$ cat config.mk
export PLATFORM = sky130hd
export DESIGN_NAME = c_tile_writeback
export DESIGN_NICKNAME = d
export VERILOG_FILES = /design/src/rtl/systolic_pkg.sv /design/src/rtl/wb_addr_calc.sv /design/src/rtl/c_tile_writeback.sv
export SDC_FILE = /design/constraint.sdc
export NUM_CORES = 1
export LEC_CHECK = 0
export ABC_AREA = 1
export BUFFER_PORTS_ARGS = -buffer_cell sky130_fd_sc_hd__buf_2
export CORE_MARGIN = 2
export CORE_UTILIZATION = 51
export CTS_BUF_LIST = sky130_fd_sc_hd__clkbuf_8
export CTS_CLUSTER_SIZE = 14
export DETAILED_ROUTE_END_ITERATION = 6
export HOLD_SLACK_MARGIN = 0.05
export PLACE_DENSITY = 0.79
export SLEW_MARGIN = 20
export SYNTH_ARGS = -nofsm -noshare
export SYNTH_HDL_FRONTEND = slang
export SYNTH_SLANG_ARGS = --single-unit
$ cat constraint.sdc
create_clock -name clk -period 8.6 [get_ports clk]
set_clock_uncertainty 0.05 [all_clocks]
set_input_delay 0.43 -clock clk [delete_from_list [all_inputs] [get_ports clk]]
set_output_delay 0.43 -clock clk [all_outputs]
set_load 0.01 [all_outputs]
$ cat src/rtl/systolic_pkg.sv
// systolic_pkg: shared widths, address shift and writeback state type
package systolic_pkg;
  localparam int DATA_WIDTH = 64;
  localparam int BYTES_PER_WORD = 8;
  localparam int WORD_SHIFT = 3;
  typedef enum logic [1:0] {IDLE, WAIT_ROW, WRITE, DONE} wb_state_t;
endpackage

$ cat src/rtl/wb_addr_calc.sv
// wb_addr_calc: byte address of element (row, col) in a row-major double matrix
module wb_addr_calc import systolic_pkg::*; #(
  parameter int ADDR_WIDTH = 16
) (
  input  logic [ADDR_WIDTH-1:0] base,
  input  logic [7:0]            k3,
  input  logic [8:0]            row,
  input  logic [8:0]            col,
  output logic [ADDR_WIDTH-1:0] addr
);
  localparam int IW = ADDR_WIDTH + 16;
  logic [IW-1:0] elem;
  assign elem = IW'(row) * IW'(k3) + IW'(col);
  assign addr = ADDR_WIDTH'((elem << WORD_SHIFT) + IW'(base & ~ADDR_WIDTH'(BYTES_PER_WORD - 1)));
endmodule

$ cat src/rtl/c_tile_writeback.sv
// c_tile_writeback: drains one MxM result tile and writes the clipped region to memory
module c_tile_writeback import systolic_pkg::*; #(
  parameter int M = 3,
  parameter int ADDR_WIDTH = 16,
  parameter int DATA_WIDTH = systolic_pkg::DATA_WIDTH
) (
  input  logic                       clk,
  input  logic                       reset,
  input  logic                       start,
  input  logic [ADDR_WIDTH-1:0]      C_base_addr,
  input  logic [7:0]                 K3,
  input  logic [7:0]                 tile_row,
  input  logic [7:0]                 tile_col,
  input  logic [$clog2(M+1)-1:0]     rows_valid,
  input  logic [$clog2(M+1)-1:0]     cols_valid,
  input  logic                       row_valid,
  output logic                       row_ready,
  input  logic [M*DATA_WIDTH-1:0]    row_data,
  output logic                       mem_we,
  output logic [ADDR_WIDTH-1:0]      mem_addr,
  output logic [DATA_WIDTH-1:0]      mem_wdata,
  output logic                       busy,
  output logic                       done
);
  localparam int RW = $clog2(M + 1);
  wb_state_t state, state_n;
  logic [RW-1:0] r, r_n, c, c_n, rows_q, cols_q;
  logic [ADDR_WIDTH-1:0] base_q, addr_n;
  logic [7:0] k3_q, trow_q, tcol_q;
  logic [M*DATA_WIDTH-1:0] buf_q, buf_n;
  logic go, hs, take, last_r, last_c;
  assign go = state == IDLE && start;
  assign hs = row_ready && row_valid;
  assign take = r < rows_q && cols_q != '0;
  assign last_r = r == RW'(M - 1);
  assign last_c = c + RW'(1) == cols_q;
  assign buf_n = hs && take ? row_data : buf_q;
  always_ff @(posedge clk) begin
    if (reset) begin
      state <= IDLE;
      r <= '0;
      c <= '0;
    end else begin
      state <= state_n;
      r <= r_n;
      c <= c_n;
    end
  end
  always_comb begin
    case (state)
      IDLE:     state_n = start ? WAIT_ROW : IDLE;
      WAIT_ROW: state_n = !hs ? WAIT_ROW : take ? WRITE : last_r ? DONE : WAIT_ROW;
      WRITE:    state_n = !last_c ? WRITE : last_r ? DONE : WAIT_ROW;
      default:  state_n = IDLE;
    endcase
    r_n = go ? '0 : ((hs && !take) || (state == WRITE && last_c)) && !last_r ? r + RW'(1) : r;
    c_n = state == WRITE && !last_c ? c + RW'(1) : '0;
  end
  wb_addr_calc #(.ADDR_WIDTH(ADDR_WIDTH)) u_addr (
    .base(base_q),
    .k3(k3_q),
    .row(9'(trow_q) + 9'(r_n)),
    .col(9'(tcol_q) + 9'(c_n)),
    .addr(addr_n)
  );
  always_ff @(posedge clk) begin
    if (reset) begin
      row_ready <= 1'b0;
      mem_we <= 1'b0;
      mem_addr <= '0;
      mem_wdata <= '0;
      busy <= 1'b0;
      done <= 1'b0;
    end else begin
      row_ready <= state_n == WAIT_ROW;
      mem_we <= state_n == WRITE;
      busy <= state_n != IDLE;
      done <= state_n == DONE;
      if (state_n == WRITE) begin
        mem_addr <= addr_n;
        mem_wdata <= buf_n[c_n*DATA_WIDTH +: DATA_WIDTH];
      end
    end
  end
  always_ff @(posedge clk) begin
    buf_q <= buf_n;
    if (go) begin
      base_q <= C_base_addr;
      k3_q <= K3;
      trow_q <= tile_row;
      tcol_q <= tile_col;
      rows_q <= rows_valid;
      cols_q <= cols_valid;
    end
  end
endmodule
==> flow_metrics.tcl, run 1 <==
set metrics [dict create \
    outcome "complete, no violations" \
    synth-seq-cells 320 \
    cts_max_path_buffers 3 \
    grt_max_degree 109 \
    yosys.area.top_type "dfxtp_1" \
    drt_first_iter_violations 1187 \
    yosys_warnings 0 \
    cp-end-kind "register" \
    rsz0062_at_grt "false" \
    min_path_cells 3 \
    min_to "buf_q[49]" \
    hold_violations 0 \
    insertion_delay_ns 0.58 \
    dp_slack_ns 0.724 \
    cts_inserted_buffers 50 \
    clk_pin_slew_ns 0.06 \
    hold_path_class "primary input to register" \
    fin_ws_ns 0.756 \
    die_w_um 174 \
    yosysMostFrequentCell "dfxtp_1" \
    cp.arrival_ns 8.27 \
    criticalPathCategory "register to register" \
    netlist.area_leader.share 0.378 \
    r2r-start "c[0]" \
    synth_cells 1635 \
    worstMarginPinSlew_ns 1.09 \
    max_slew_margin 0.273 \
    fmax_ghz 0.127 \
    rows 62 \
    maxSlewViolCount 0 \
    design_area_um2 19600 \
    ys_types 39 \
    synthFlopType "dfxtp_1" \
    antenna_found_initial 8 \
    crit_path_max_fanout 5 \
    nNetsFinal 2463 \
    syn-cell-area_um2 14800 \
    dr.pass1.iters 5 \
    async_flop_share 0 \
    portBuffers 317 \
    post-cts-setup-buffers 0 \
    hpwl_mm 25.8 \
    start_kind "register" \
    cap_violations 0 \
    place_area_um2 16500 \
    drive_above_1_share 0.248 \
    irDropWorstVdd_uv 257 \
    fin_crit_ns 7.84 \
    power.density_nw_per_um2 295 \
    grt_util_all_layers 0.289 \
    avgRoutedWirePerCell_um 17.6 \
    die_area_um2 30300 \
    gp_congestion 0.923 \
    fin_crit_sh 0.912 \
    grt_overflow 0 \
    wl_mm 45.1 \
    hold_ws_ns 0.0773 \
    setup_viol 0 \
    slowest_stage "fa_1" \
    cts_root_buffer "clkbuf_8" \
    syn_area_per_cell_um2 9.04 \
    vias_per_cell 5.27 \
    ios 324 \
    area_growth_pct 32.5 \
    synthTopCellsByArea "dfxtp_1, mux2_2, edfxtp_1, a21oi_1, inv_1" \
    critPathMostFrequentCell "nand2_1" \
    critPathRequiredTime_ns 9.02 \
    power.leakage_nw 9.73 \
    grt_first_pass_wirelength_mm 70.6 \
    clock_sinks 320 \
    rrSetupSlack_ns 0.76 \
    ys_seq_area_frac 0.461 \
    drt_drc_violations_left 0 \
    core-area_um2 28600 \
    min_from "row_data[49]" \
    cts_max_level 2 \
    cts_tree "yes" \
    rr_worst_depth 43 \
    setup_tns_ns 0 \
    first_global_vias 13894 \
    max_stage_delay_ns 0.52 \
    drtAntennaViolNets 0 \
    synth_common_cells "dfxtp_1, inv_1, a21oi_1, o21ai_0, nand2_1" \
    fp.dieH_um 174 \
    synth-edff-count 41 \
    start_util 0.516 \
    r2r_end "mem_addr[15]" \
    via_count 13511 \
]
layer usage:
metal,wire (um),track usage,up-vias
li1,-,-,6324
met1,16900,0.329,6289
met2,21900,0.498,710
met3,3680,0.0702,188
met4,2550,0.162,0
met5,0,0,-
flip-flops by register name, summed over array words and instances (netlist names):
signal	flops
c	2
mem_addr	13
mem_we	1
rows_q	2
k3_q	8
row_ready	1
busy	1
base_q	13
buf_q	192
cols_q	2
tcol_q	8
trow_q	8
mem_wdata	64
done	1
r	2
state	2
cell families (layout without fill, tap and decap cells):
family / count (synthesis) / count (layout) / synth area share
DFF: 320 / 320 / 0.461
muxes: 128 / 128 / 0.0976
AOI/OAI and AO/OA: 445 / 445 / 0.154
xor gates and xnor gates: 24 / 24 / 0.0147
and+or+nand+nor: 264 / 264 / 0.0714
adders and majority gates: 90 / 90 / 0.101
other: 1 / 11 / 0.000254
buffers and inverters: 363 / 897 / 0.0999
cell usage in the layout, fill, tap and decap left out, types with 3 or more instances in the layout:
cell type,Yosys,routed
inv_1,272,286
nor2_1,61,60
mux2_2,128,128
clkbuf_8,0,57
fa_1,49,49
a31oi_1,4,4
buf_4,4,9
nor3_1,6,5
diode_2,0,8
edfxtp_1,41,41
a21oi_1,220,220
xnor2_1,10,10
buf_2,36,317
o21ai_1,24,25
a21o_1,4,4
dlygate4sd3_1,0,205
ha_1,41,41
dfxtp_1,279,279
nand2_1,167,165
nand4_1,3,3
clkinv_2,1,7
o21ai_0,188,187
xor2_1,13,13
conb_1,1,3
nand3_1,19,19
inv_2,3,4
clkinv_1,0,6
critical path: cells and delay by family (launching register included):
kind | cells | cell delay, ns
adders and majority gates | 8 | 3.26
AOI/OAI and AO/OA | 7 | 1.27
buffers and inverters | 6 | 0.39
DFF | 1 | 0.40
and+or+nand+nor | 18 | 1.67
xor gates and xnor gates | 4 | 0.70
cell type report:
cell class,instances,area [um2]
Tap cell,384,480
Antenna cell,8,20.0
Clock buffer,57,785
Timing Repair Buffer,531,3710
Sequential cell,320,6820
Clock inverter,33,215
Multi-Input combinational cell,954,6520
Inverter,276,1040
Fill cell,1965,9040
power breakdown:
group | internal (mW) | switching, mW | leakage, nW
registers | 1.88 | 0.110 | 2.71
clock network | 0.672 | 0.609 | 0.574
logic | 1.06 | 1.43 | 6.44
total | 3.61 | 2.15 | 9.73
metrics by stage:
| step | std cells | power [mW] | utilization |
|---|---|---|---|
| final | 2563 | 5.77 | 0.684 |
| after detailed placement | 2260 | 4.33 | 0.577 |
| after global routing | 2563 | 6.20 | 0.684 |
| after global placement | 2260 | 4.23 | 0.577 |
| after CTS | 2555 | 5.68 | 0.683 |
| after floorplan | 1637 | 3.78 | - |
how the worst max path moves through the flow:
stage | from | to | slack (ns) | depth (start not counted)
final | c[0] | mem_addr[15] | 0.76 | 43
after global routing | c[0] | mem_addr[15] | 0.03 | 43
after CTS | c[0] | mem_addr[15] | 0.70 | 43
after detailed placement | c[0] | mem_addr[15] | 0.72 | 43
after global placement | c[0] | mem_addr[15] | 0.89 | 43
after floorplan | start | mem_addr[15] | 0.24 | 37
repair_timing:
action | in CTS | in global routing
gates resized for setup | 0 | 2
setup endpoints to repair | 0 | 1
endpoints found under the hold margin | 205 | 0
hold buffers | 205 | 0
(Power assumes the default switching activity.)
==> run 2, diff against run 1 <==
--- a/config.mk
+++ b/config.mk
@@ -10,9 +10,11 @@
 export CORE_MARGIN = 2
 export CORE_UTILIZATION = 51
 export CTS_BUF_LIST = sky130_fd_sc_hd__clkbuf_8
+export CTS_CLUSTER_DIAMETER = 50
 export CTS_CLUSTER_SIZE = 14
 export DETAILED_ROUTE_END_ITERATION = 6
 export HOLD_SLACK_MARGIN = 0.05
+export MAX_ROUTING_LAYER = met4
 export PLACE_DENSITY = 0.79
 export SLEW_MARGIN = 20
 export SYNTH_ARGS = -nofsm -noshare
==> run 2 against run 1 <==
Net effect:
- largest power group unchanged
- setup slack worse by 0.017 ns
- worst hold slack better by 0.029 ns
- sequential share of layout area rose by 0.29 points
- non-clock buffer count up 26
- flip-flop and latch count did not move
- clock-buffer cell count decreased by 25
- via count grew 0.45%
- clock power down 27%
==> flow_metrics.tcl, run 2 (synthesis gave the netlist of run 1 again) <==
set metrics [dict create \
    outcome "complete, no violations" \
    hpwl_mm 25.7 \
    regMostFlops "buf_q" \
    maxSlewViolCount 0 \
    drt_first_iter_violations 1183 \
    path_buf_inv 6 \
    clockPowerShare 0.172 \
    rows 62 \
    p_switching_mw 2.08 \
    portBuffers 317 \
    rsz0062_at_grt "false" \
    insertion_delay_ns 0.62 \
    cts_root_buffer "clkbuf_8" \
    vias_per_cell 5.33 \
    dr.pass1.iters 6 \
    cp.arrival_ns 8.32 \
    cts_max_level 1 \
    fin_cells 2544 \
    wl_mm 45.0 \
    cp.depth 43 \
    drt_drc_violations_left 0 \
    cap_violations 0 \
    critPathRequiredTime_ns 9.05 \
    setup_tns_ns 0 \
    start_util 0.516 \
    grt_overflow 0 \
    irDropWorstVdd_uv 255 \
    fin_ws_ns 0.739 \
    power.leakage_nw 9.59 \
    max_stage_delay_ns 0.51 \
    swShare 0.384 \
    dp_slack_ns 0.761 \
    clk_pin_slew_ns 0.08 \
    hold_violations 0 \
    reg.largest.list "buf_q: 192 flops, mem_wdata: 64 flops" \
    mostFrequentLayoutCells "buf_2, dfxtp_1, inv_1, dlygate4sd3_1, a21oi_1" \
    fin_crit_ns 7.86 \
    final_common_cell "buf_2" \
    hold_path_class "primary input to register" \
    cts_inserted_buffers 31 \
    seqPwrFrac 0.367 \
    grt_max_degree 120 \
    criticalPathCategory "register to register" \
    cts_max_path_buffers 3 \
    grt_first_pass_wirelength_mm 71.2 \
    fmax_ghz 0.127 \
    area_growth_pct 31.4 \
    power.density_nw_per_um2 279 \
    fin_crit_sh 0.914 \
    critPathMostFrequentCell "nand2_1" \
    worstMarginPinSlew_ns 1.06 \
    nNetsFinal 2470 \
    rr_worst_depth 43 \
    gp_congestion 0.936 \
    crit_path_max_fanout 5 \
    pwr-share-comb 0.461 \
    antenna_found_initial 1 \
    internal-power_mw 3.34 \
    largest_register_ff_count 192 \
    core-area_um2 28600 \
    die_w_um 174 \
    cts_tree "yes" \
    first_global_vias 13952 \
    setup_viol 0 \
    nFillCells 1967 \
    cpLargestDelayFamily "adder cells" \
    ios 324 \
    die_area_um2 30300 \
    place_inst 2260 \
    cp-end-kind "register" \
    via_count 13572 \
    grt_util_all_layers 0.299 \
    slowest_stage "fa_1" \
    rrSetupSlack_ns 0.74 \
    fp.dieH_um 174 \
    drtAntennaViolNets 0 \
    min_path_cells 3 \
    drive_above_1_share 0.238 \
    clock_sinks 320 \
    start_kind "register" \
    max_slew_margin 0.293 \
    avgRoutedWirePerCell_um 17.7 \
]
[run 2: changes by cell type in the layout (fill, tap and decap cells not counted), moves of 2 or more]
| cell | change |
|---|---|
| inv_8 | +3 |
| diode_2 | -6 |
| clkinvlp_4 | +2 |
| clkinv_1 | -6 |
| clkinv_2 | -5 |
| clkbuf_8 | -25 |
| clkinv_4 | +2 |
| inv_1 | -8 |
| dlygate4sd3_1 | +26 |
[run 2: area by class of cell]
class / count / area, um2 / area share
antenna: 2 / 5.00 / 0.000258
clock buffer: 32 / 440 / 0.0227
clock inverter: 19 / 150 / 0.00773
inverter: 276 / 1040 / 0.0535
multi-input combinational: 954 / 6520 / 0.336
sequential: 320 / 6820 / 0.351
tap: 384 / 480 / 0.0247
timing repair buffer: 557 / 3970 / 0.204
[run 2: per-layer routing]
layer,up-vias,global-route usage,part of all wire
li1,6305,-,-
met1,6300,0.337,0.38
met2,754,0.506,0.48
met3,213,0.0549,0.080
met4,0,0.155,0.061
met5,-,-,0
[run 2: worst paths after layout]
path,start,end
worst min register to register,buf_q[87],buf_q[87]
worst max register to register,c[0],mem_addr[15]
worst max-delay path,c[0],mem_addr[15]
worst min-delay path,row_data[60],buf_q[60]
[run 2: power by group through the flow]
stage / Sequential (mW) / Combinational, mW / Clock [mW]
after floorplan: 1.97 / 1.81 / 0
after global placement: 1.98 / 2.26 / 0
after detailed placement: 2.00 / 2.32 / 0
after CTS: 1.97 / 2.42 / 0.941
after global routing: 2.02 / 2.81 / 1.01
final: 1.99 / 2.50 / 0.932
[run 2: timing repair]
action / CTS / global route
hold buffers: 231 / 0
resized for setup: 0 / 1
endpoints found under the setup margin: 0 / 1
hold endpoints to repair: 231 / 0
buffers inserted: 0 / 0
[run 2: worst register-to-register path, delay by kind of cell (launching register included)]
family,cells,cell delay (ns)
AND/OR/NAND/NOR,18,1.63
adder cells (fa/ha/maj),8,3.25
buffers and inverters,6,0.40
AO/OA/AOI/OAI,7,1.32
XOR/XNOR,4,0.70
flip-flops,1,0.41
[run 2: metrics by stage]
stage	instance area (um2)	hold slack (ns)	total power [mW]	util
final	19400	0.106	5.42	0.678
after global routing	19400	0.0768	5.84	0.678
after CTS	19400	0.0516	5.33	0.678
after detailed placement	16500	0.405	4.32	0.577
after global placement	16500	0.400	4.23	0.577
after floorplan	14800	0.395	3.78	-
